--- src/rtl/mem_pkg.sv ---
// Shared packing offsets for the 65-bit RAM request word and the
// response-routing tag type carried alongside each issued request.
package mem_pkg;

    localparam int ADDR_MSB = 64;
    localparam int ADDR_LSB = 33;
    localparam int WE_BIT   = 32;
    localparam int DATA_MSB = 31;

    typedef struct packed {
        logic valid;
        logic port;
    } tag_t;

endpackage

--- src/rtl/tag_pipe.sv ---
// LAT-deep tag delay line matching the fixed RAM read latency.
// Ports: CLK, RST_N (async low), tag_in (pushed every cycle), tag_out.
module tag_pipe
    import mem_pkg::*;
#(
    parameter int LAT = 1
) (
    input  logic CLK,
    input  logic RST_N,
    input  tag_t tag_in,
    output tag_t tag_out
);

    tag_t sr [LAT];

    always_ff @(posedge CLK or negedge RST_N) begin
        if (!RST_N) begin
            for (int i = 0; i < LAT; i++) begin
                sr[i] <= '0;
            end
        end else begin
            sr[0] <= tag_in;
            for (int i = 1; i < LAT; i++) begin
                sr[i] <= sr[i-1];
            end
        end
    end

    assign tag_out = sr[LAT-1];

endmodule

--- src/rtl/ram_arbiter.sv ---
// Two-port round-robin arbiter in front of a fixed-latency RAM.
// Ports: rq_* requests in, mem_* RAM side, rs_* responses out, err sticky.
module ram_arbiter
    import mem_pkg::*;
#(
    parameter int LAT = 1,
    parameter int NP  = 2
) (
    input  logic                CLK,
    input  logic                RST_N,
    input  logic [NP-1:0]       rq_valid,
    output logic [NP-1:0]       rq_ready,
    input  logic [ADDR_MSB:0]   rq0_get,
    input  logic [ADDR_MSB:0]   rq1_get,
    output logic                mem_rq_en,
    output logic [ADDR_MSB:0]   mem_rq,
    input  logic                mem_rs_en,
    input  logic [DATA_MSB:0]   mem_rs,
    output logic [NP-1:0]       rs_valid,
    output logic [DATA_MSB:0]   rs_data,
    output logic                err
);

    logic          prio;
    logic [NP-1:0] grant;
    tag_t          tag_in;
    tag_t          tag_out;

    // Grant is forced off while reset is held so nothing issues.
    always_comb begin
        grant = '0;
        if (RST_N) begin
            unique case (1'b1)
                (rq_valid == 2'b11): grant = prio ? 2'b10 : 2'b01;
                (rq_valid == 2'b01): grant = 2'b01;
                (rq_valid == 2'b10): grant = 2'b10;
                default:             grant = '0;
            endcase
        end
    end

    assign rq_ready  = grant;
    assign mem_rq_en = |grant;

    always_comb begin
        mem_rq = '0;
        if (grant[1]) begin
            mem_rq = rq1_get;
        end else if (grant[0]) begin
            mem_rq = rq0_get;
        end
    end

    // Bubbles push an invalid tag so the line stays cycle-aligned.
    assign tag_in.valid = |grant;
    assign tag_in.port  = grant[1];

    tag_pipe #(
        .LAT(LAT)
    ) u_tag_pipe (
        .CLK    (CLK),
        .RST_N  (RST_N),
        .tag_in (tag_in),
        .tag_out(tag_out)
    );

    always_ff @(posedge CLK or negedge RST_N) begin
        if (!RST_N) begin
            prio <= 1'b0;
        end else if (|grant) begin
            prio <= grant[0];
        end
    end

    always_comb begin
        rs_valid = '0;
        if (tag_out.valid && mem_rs_en) begin
            rs_valid[tag_out.port] = 1'b1;
        end
    end

    assign rs_data = mem_rs;

    // Response and tag must coincide; either one alone is an error.
    always_ff @(posedge CLK or negedge RST_N) begin
        if (!RST_N) begin
            err <= 1'b0;
        end else if (mem_rs_en ^ tag_out.valid) begin
            err <= 1'b1;
        end
    end

endmodule

--- config.mk ---
export PLATFORM = sky130hd
export DESIGN_NAME = ram_arbiter
export DESIGN_NICKNAME = d
export VERILOG_FILES = /design/src/rtl/mem_pkg.sv /design/src/rtl/tag_pipe.sv /design/src/rtl/ram_arbiter.sv
export SDC_FILE = /design/constraint.sdc
export NUM_CORES = 1
export LEC_CHECK = 0
export ABC_CLOCK_PERIOD_IN_PS = 3200
export CAP_MARGIN = 30
export CORE_AREA = 3 3 102 104
export CTS_CLUSTER_DIAMETER = 40
export CTS_CLUSTER_SIZE = 16
export DETAILED_ROUTE_END_ITERATION = 10
export DIE_AREA = 0 0 105 107
export SLEW_MARGIN = 20
export SYNTH_ARGS = -nofsm -noshare
export SYNTH_HDL_FRONTEND = slang
export SYNTH_SLANG_ARGS = --single-unit
export TNS_END_PERCENT = 30
--- constraint.sdc ---
create_clock -name CLK -period 3.2 [get_ports CLK]
set_clock_uncertainty 0.05 [all_clocks]
set_input_delay 0.64 -clock CLK [delete_from_list [all_inputs] [get_ports CLK]]
set_output_delay 0.64 -clock CLK [all_outputs]
set_load 0.05 [all_outputs]
==> metrics.txt, run 1 <==
Synth Area per Inst=5.373 sq um; VDD IR max=0.2173 mV; final period utilization=88.95%; Net Sw Frac=50.47%; area grow syn2layout=121.7%; Area contributors post-synth=nand2_1, o22ai_1, buf_4; leakage power=1.418 nW; Net Switching=0.4424 mW; Net count, final=598; Cell Pwr Density=267.6 nW/um^2; FF+latch count, synth=4; CP Buf/Inv Count=4; Cell Chain, Critical Path=clkdlybuf4s50_1, inv_1, o21ai_4, buf_4, o22ai_1, buf_4; part of the Yosys area used for sequential elements=6.774%; first-pass GRT wire length=10.22 mm; clock-pin slew on the worst setup and hold paths=30 ps; Synth Net Count=443; Final min period=2846 ps; CTS tree=done; HP Class=primary input to async pin; worst rel slew slack=64.74%; Sequential Power Share=6.8%; setup bufs post-CTS=0; number of routed nets with antenna violations=0; ANT cells=0; HPWL after detailed placement=5.725 mm; status=finished clean; Worst setup EP type=primary output; critical path type=primary input to primary output; kind of cell adding the most delay to the critical path=buffers and inverters; Slew @ Worst Pin=527.2 ps; Logic pwr share=81.3%; post-synth cell types=16; most used cell along the critical path=buf_4; vias in the first global route=2216; chip height=107 um; DRC=0; largest net degree at the start of global routing=82; Site Rows=36; final WL=6.942 mm; Synth Cell Area=1478 sq um; Detailed Route Iter0 Violations=106; Worst path max stage delay=540 ps; # resized after CTS=0; IO buf count=205; share of layout cells above drive strength 1=19.39%; Vias per Instance=4.237; Post-CTS Hold Buffers=0; final setup fails=0; CP max FO=29; CP required=2510 ps; post-synth top area cell=nand2_1; gr usage total=10.69%; global route overflow=0; WL/cell=12.37 um; Mapped Cells=275; core area=9639 sq um; Root Buffer=clkbuf_8; initial antenna violation count=0; worst r2r src=prio; htree depth=1; CP Launch Type=primary input; total CTS buffers=3; starting density of the core=15.33%; Critical path origin=rq_valid[0]; fmax=351.3 MHz; clock group share of total power=11.9%; Synth top area share=33.53%; Hold Fails Final Rpt=0; crit path DAT=2160 ps; clk sinks=4; Final Max Tran Viols=0; vias=2377; placer congestion estimate=0.7155; Slowest cell on crit path=clkdlybuf4s50_1; YS warnings=0; DIE WIDTH=105 um; Area after DPL=3234 sq um; Sum Neg Setup Slack=0 ps; IO Pins=270; Clock Latency Late Sink=210 ps; design area=3276 sq um; P_int=0.4341 mW; Max-Cap Viols=0; RSZ-0062 raised after global routing=no; Die ar.=11240 sq um; DR pass1 iterations=4; buffer depth of the longest clock path=2
-- cells by family after synthesis --
group,count (synthesis),synth area share (%)
fa+ha+maj,1,0.8466
buf+inv,63,27.94
simple gates,139,35.82
flops,4,6.774
compound gates,68,28.62
-- worst paths after layout --
path,end,slack (ps),cells past startpoint
max,mem_rq[43],350,6
min,u_tag_pipe.tag_out[0],380,2
max reg2reg,u_tag_pipe.tag_out[0],2010,3
min reg2reg,err,410,1
max in group asynchronous,prio,2490,2
min in group CLK,err,410,1
-- registers in the layout (all words and copies together) (netlist names) --
| name | cells |
|---|---|
| prio | 1 |
| u_tag_pipe.tag_out | 2 |
| err | 1 |
-- layout by cell type (no fill, tap or decap), drive strengths merged, types with 2 or more instances in the layout --
cell / n
o22ai: 65
buf: 77
clkdlybuf4s50: 134
nor2: 4
dfrtp: 4
clkbuf: 3
nand2: 132
inv: 2
-- Yosys cell counts --
library cell and number:
nor2_1 4, a31oi_1 1, buf_4 34, inv_1 2
dfrtp_1 4, buf_2 15, buf_6 4, o21ai_1 1
a21oi_1 1, o22ai_1 65, ha_1 1, or2_2 1
and2_1 1, clkbuf_1 8, nor2b_1 1, nand2_1 132
-- area by class of cell --
| cell class | instances | area [sq um] |
|---|---|---|
| clock buffers | 3 | 41.29 |
| fillers | 1068 | 6364 |
| inverters | 2 | 7.507 |
| multi-input cells | 208 | 978.4 |
| flip-flops and latches | 4 | 100.1 |
| well taps | 133 | 166.4 |
| repair buffers | 211 | 1982 |
-- power groups by stage --
stage          combinational [mW]  sequential (mW)  clock, mW
4_1_cts                     0.720           0.0595      0.107
3_3_place_gp                0.713           0.0598          0
5_1_grt                     0.753           0.0606      0.112
6_report                    0.713           0.0595      0.104
2_1_floorplan               0.525           0.0581          0
3_5_place_dp                0.717           0.0601          0
-- metal layers --
layer  vias to the layer above  track usage [%]  share of wire [%]
met2                       144            20.21                 51
met4                         0            2.437                1.2
met5                         -                0                  0
li1                       1203                -                  -
met3                        10            4.335                 11
met1                      1020            10.98                 37
-- worst reg2reg max path, delay by kind of cell (launching register included) --
| family | cells | cell delay [ps] |
|---|---|---|
| flip-flops | 1 | 420 |
| buffers and inverters | 1 | 330 |
| AO/OA/AOI/OAI | 1 | 170 |
| AND/OR/NAND/NOR | 1 | 90 |
-- through the flow --
stage / std cells / power [mW] / utilization (%) / setup WS, ps / hold slack [ps]
floorplan: 275 / 0.5831 / - / 582.0 / 294.4
global placement: 558 / 0.7732 / 33.55 / 379.7 / 401.5
detailed placement: 558 / 0.7775 / 33.55 / 358.5 / 402.9
CTS: 561 / 0.8868 / 33.98 / 358.5 / 391.5
global route: 561 / 0.9253 / 33.98 / 245.1 / 400.9
finish: 561 / 0.8764 / 33.98 / 353.5 / 377.4
Note: power is estimated with default switching activity, not from simulation.
==> run 2: changes to the inputs <==
--- a/config.mk
+++ b/config.mk
@@ -12,6 +12,7 @@
 export CTS_CLUSTER_SIZE = 16
 export DETAILED_ROUTE_END_ITERATION = 10
 export DIE_AREA = 0 0 105 107
+export PLACE_DENSITY = 0.67
 export SLEW_MARGIN = 20
 export SYNTH_ARGS = -nofsm -noshare
 export SYNTH_HDL_FRONTEND = slang
==> metrics.txt, run 2 (synthesis gave the netlist of run 1 again) <==
DR pass1 iterations=4 (unchanged); vias in the first global route=2308 (+4.2%); Non-Filler Instances=560 (-0.18%); total CTS buffers=3 (unchanged); Slowest cell on crit path=clkdlybuf4s50_1; Worst path max stage delay=560 ps (+20 ps); Detailed Route Iter0 Violations=150 (+42%); CTS tree=done; Cell Chain, Critical Path=clkdlybuf4s50_1, nand2_1, nand2_2, buf_4, o22ai_1, buf_4; crit path DAT=2110 ps (-50 ps); CP max FO=36 (+24%); Worst R2R Setup Slack=2110 ps (+100 ps); kind of cell adding the most delay to the critical path=buffers and inverters; share of layout cells above drive strength 1=19.20% (-0.19 points); htree depth=1 (unchanged); buffer depth of the longest clock path=2 (unchanged); final setup fails=0 (unchanged); Final min period=2797 ps (-49.17 ps); first-pass GRT wire length=11.01 mm (+7.7%); clock-pin slew on the worst setup and hold paths=30 ps (about the same); HPWL after detailed placement=5.936 mm (+3.7%); Cell Pwr Density=270.4 nW/um^2 (+1.0%); largest net degree at the start of global routing=138 (+68%); Post-CTS Hold Buffers=0 (unchanged); starting density of the core=15.33% (unchanged); Net count, final=597 (-0.17%); commonest non-fill, non-tap cell in the layout=clkdlybuf4s50_1; WL/cell=13.20 um (+6.7%); gr usage total=11.63% (+0.94 points); clk sinks=4 (unchanged); DIE WIDTH=105 um (unchanged); Largest register FFs=2 (unchanged); final WL=7.393 mm (+6.5%); DRC=0 (unchanged); IO Pins=270 (unchanged); fmax=357.5 MHz (+1.8%); global route overflow=0 (unchanged); most frequent cells in the layout=clkdlybuf4s50_1, nand2_1, buf_4, o22ai_1; critical path type=primary input to primary output; Clock Latency Late Sink=220 ps (about the same); Vias per Instance=4.327 (+2.1%); RSZ-0062 raised after global routing=no; WHS=406.9 ps (+29.45 ps); Die ar.=11240 sq um (unchanged); HP Class=flop to flop; Placed Cells=557 (-0.18%); status=finished clean; setup bufs post-CTS=0 (unchanged); worst rel slew slack=64.69% (about the same); # resized after CTS=0 (unchanged); worst r2r src=prio; fill count=1054 (-1.3%); chip height=107 um (unchanged); placer congestion estimate=0.6576 (-8.1%); worst r2r dst=u_tag_pipe.tag_out[0]; Sum Neg Setup Slack=0 ps (unchanged); Slew @ Worst Pin=529.6 ps (+2.352 ps); CP required=2510 ps (about the same); most used cell along the critical path=buf_4; CP Buf/Inv Count=3 (-1); Worst setup EP type=primary output; vias=2423 (+1.9%); Max-Cap Viols=0 (unchanged); leakage power=1.408 nW (-0.68%); R2R depth=3 (unchanged); ANT cells=0 (unchanged); final period utilization=87.42% (-1.5 points); number of routed nets with antenna violations=0 (unchanged); Site Rows=36 (unchanged); initial antenna violation count=0 (unchanged); VDD IR max=0.1726 mV (-21%); area grow syn2layout=120.3%; core area=9639 sq um (unchanged); hold path depth=1; IO buf count=205 (unchanged); Hold Path End=err; Root Buffer=clkbuf_8; Final Max Tran Viols=0 (unchanged); Hold Fails Final Rpt=0 (unchanged); Hold Startpoint=err; CP Launch Type=primary input
## run 2: cell count changes in the layout (fill, tap and decap cells not counted), sizes merged
cell and delta:
buf -1
## run 2: layout make-up
cell class	count	area, sq um	area share [%]
timing repair buffer	210	1962	60.26
multi-input combinational	208	978.4	30.05
tap	133	166.4	5.111
sequential	4	100.1	3.075
clock buffer	3	41.29	1.268
inverter	2	7.507	0.2306
## run 2: per-stage QoR
step	cell area [sq um]	utilization [%]	worst slack, ps	power (mW)
floorplan	1478	-	582.0	0.5831
global placement	3214	33.35	420.5	0.7709
detailed placement	3214	33.35	416.4	0.7790
CTS	3256	33.77	413.7	0.8895
global route	3256	33.77	313.4	0.9326
finish	3256	33.77	402.7	0.8802
## run 2: power by group
group	switching, mW	leakage (nW)	internal, mW	total (mW)
Combinational	0.418	1.34	0.297	0.715
Clock	0.0256	0.0216	0.0802	0.106
Sequential	0.00471	0.0453	0.0551	0.0598
## run 2: how the worst max path moves through the flow
| stage | from | endpoint | depth (start not counted) |
|---|---|---|---|
| after global routing | rq_valid[1] | mem_rq[23] | 6 |
| after global placement | rq_valid[1] | mem_rq[23] | 6 |
| final | rq_valid[1] | mem_rq[23] | 6 |
| after detailed placement | rq_valid[1] | mem_rq[35] | 6 |
| after floorplan | RST_N | mem_rq[56] | 5 |
| after CTS | rq_valid[1] | mem_rq[23] | 6 |
## run 2: per-layer routing
metal / share of wire, % / global-route usage (%) / vias up
met1: 37 / 12.44 / 1064
met5: 0 / 0 / -
met3: 11 / 4.576 / 14
met2: 50 / 21.22 / 144
li1: - / - / 1201
met4: 1.6 / 3.187 / 0
## run 2: worst reg2reg max path, cell delays in order (launching register included)
cell and delay [ps]:
dfrtp_1 420, o21ai_4 210, buf_12 210, nor2_1 80
==> run 3: changes to the inputs <==
--- a/config.mk
+++ b/config.mk
@@ -8,6 +8,7 @@
 export ABC_CLOCK_PERIOD_IN_PS = 3200
 export CAP_MARGIN = 30
 export CORE_AREA = 3 3 102 104
+export CTS_BUF_LIST = sky130_fd_sc_hd__clkbuf_16
 export CTS_CLUSTER_DIAMETER = 40
 export CTS_CLUSTER_SIZE = 16
 export DETAILED_ROUTE_END_ITERATION = 10
==> metrics.txt, run 3 (synthesis gave the netlist of run 1 again) <==
status=finished clean; R2R depth=3 (unchanged); gr usage total=11.66% (+0.038 points); CP Buf/Inv Count=3 (unchanged); crit path DAT=2100 ps (about the same); worst r2r dst=u_tag_pipe.tag_out[0]; placer congestion estimate=0.6576 (unchanged); Final min period=2791 ps (-6.221 ps); Non-Filler Instances=560 (unchanged); Sequential cell area=100.1 sq um (unchanged); Final Max Tran Viols=0 (unchanged); DP Worst Slack=416.4 ps (unchanged); DR pass1 iterations=4 (unchanged); area grow syn2layout=122.6%; leakage power=1.424 nW (+1.1%); vias in the first global route=2307 (-0.043%); Multi-input gate area=978.4 sq um (unchanged); clock group share of total power=20.2% (+8.2 points); final setup margin=408.9 ps (+6.221 ps); vias=2424 (+0.041%); first-pass GRT wire length=11.01 mm (unchanged); Net Sw Frac=47.30% (-3.6 points); IO Pins=270 (unchanged); Logic pwr share=73.6% (-7.6 points); Vias per Instance=4.329 (about the same); most used cell along the critical path=buf_4; WL/cell=13.24 um (+0.31%); Cell Pwr Density=295.1 nW/um^2 (+9.1%); initial antenna violation count=0 (unchanged); Hold Fails Final Rpt=0 (unchanged); fmax=358.3 MHz (+0.22%); Slew @ Worst Pin=536.0 ps (+6.391 ps); CP max FO=36 (unchanged); critical path type=primary input to primary output; Max-Cap Viols=0 (unchanged); most frequent cells in the layout=clkdlybuf4s50_1, nand2_1, buf_4, o22ai_1; chip height=107 um (unchanged); core area=9639 sq um (unchanged); Site Rows=36 (unchanged); kind of cell adding the most delay to the critical path=buffers and inverters; clk sinks=4 (unchanged); setup bufs post-CTS=0 (unchanged); VDD IR max=0.1973 mV (+14%); worst r2r src=prio; Net count, final=597 (unchanged); final WL=7.416 mm (+0.31%); Sequential Power Share=6.2% (-0.6 points); number of routed nets with antenna violations=0 (unchanged); Root Buffer=clkbuf_16; starting density of the core=15.33% (unchanged); total CTS buffers=3 (unchanged); commonest non-fill, non-tap cell in the layout=clkdlybuf4s50_1; Cell Chain, Critical Path=clkdlybuf4s50_1, nand2_1, nand2_2, buf_4, o22ai_1, buf_4; Largest register FFs=2 (unchanged); HPWL after detailed placement=5.936 mm (unchanged); IO buf count=205 (unchanged); HP Class=primary input to async pin; CP required=2510 ps (about the same); global route overflow=0 (unchanged); Sum Neg Setup Slack=0 ps (unchanged); # resized after CTS=0 (unchanged); Worst path max stage delay=560 ps (about the same); CP Launch Type=primary input; Die ar.=11240 sq um (unchanged); ANT cells=0 (unchanged); Net Switching=0.4591 mW (+2.4%); Final Util=34.13% (+0.35 points); share of layout cells above drive strength 1=19.20% (unchanged); Worst setup EP type=primary output; buffer depth of the longest clock path=2 (unchanged); Placed Cells=557 (unchanged); clock-pin slew on the worst setup and hold paths=30 ps (about the same); htree depth=1 (unchanged); Critical path origin=rq_valid[1]; fill count=1051 (-0.28%); DIE WIDTH=105 um (unchanged); total power=0.9705 mW (+10%); RSZ-0062 raised after global routing=no; CTS tree=done; largest net degree at the start of global routing=138 (unchanged); final period utilization=87.22% (-0.19 points); worst rel slew slack=64.27% (-0.43 points); Clock Latency Late Sink=230 ps (about the same); Worst R2R Setup Slack=2110 ps (about the same); final setup fails=0 (unchanged); Post-CTS Hold Buffers=0 (unchanged); Slowest cell on crit path=clkdlybuf4s50_1; DRC=0 (unchanged); Detailed Route Iter0 Violations=159 (+6.0%); P_int=0.5115 mW (+18%)
[run 3: changes by cell type in the layout (fill, tap and decap cells not counted)]
| cell | previous run | this run |
|---|---|---|
| clkbuf_16 | 0 | 3 |
| clkbuf_8 | 3 | 0 |
[run 3: per-stage QoR]
step,hold WS [ps],cell area (sq um)
3_3_place_gp,400.0,3214
3_5_place_dp,408.4,3214
6_report,404.6,3289
5_1_grt,436.3,3289
2_1_floorplan,294.4,1478
4_1_cts,410.0,3289
[run 3: layout make-up]
cell class / count / area share (%)
Timing Repair Buffer: 210 / 59.64
Tap cell: 133 / 5.059
Inverter: 2 / 0.2282
Sequential cell: 4 / 3.043
Multi-Input combinational cell: 208 / 29.75
Clock buffer: 3 / 2.282
[run 3: how the worst max path moves through the flow]
| stage | end | slack (ps) | cells past startpoint |
|---|---|---|---|
| 3_5_place_dp | mem_rq[35] | 420 | 6 |
| 4_1_cts | mem_rq[23] | 410 | 6 |
| 6_report | mem_rq[23] | 410 | 6 |
| 3_3_place_gp | mem_rq[23] | 420 | 6 |
| 2_1_floorplan | mem_rq[56] | 580 | 5 |
| 5_1_grt | mem_rq[23] | 310 | 6 |
[run 3: metal layers]
layer  share of wire, %  global-route usage [%]  wire length (um)  vias to the layer above
met5                  0                       0                 0                        -
met4                1.9                   3.468               144                        0
met3                 11                   4.576               824                       18
met2                 50                   21.22              3685                      145
met1                 37                   12.44              2762                     1060
li1                   -                       -                 -                     1201
[run 3: power by group through the flow]
stage	Sequential, mW	Clock (mW)	Combinational [mW]
after floorplan	0.0581	0	0.525
after global placement	0.0599	0	0.711
after detailed placement	0.0602	0	0.719
after CTS	0.0599	0.199	0.720
after global routing	0.0605	0.204	0.756
final	0.0598	0.196	0.715
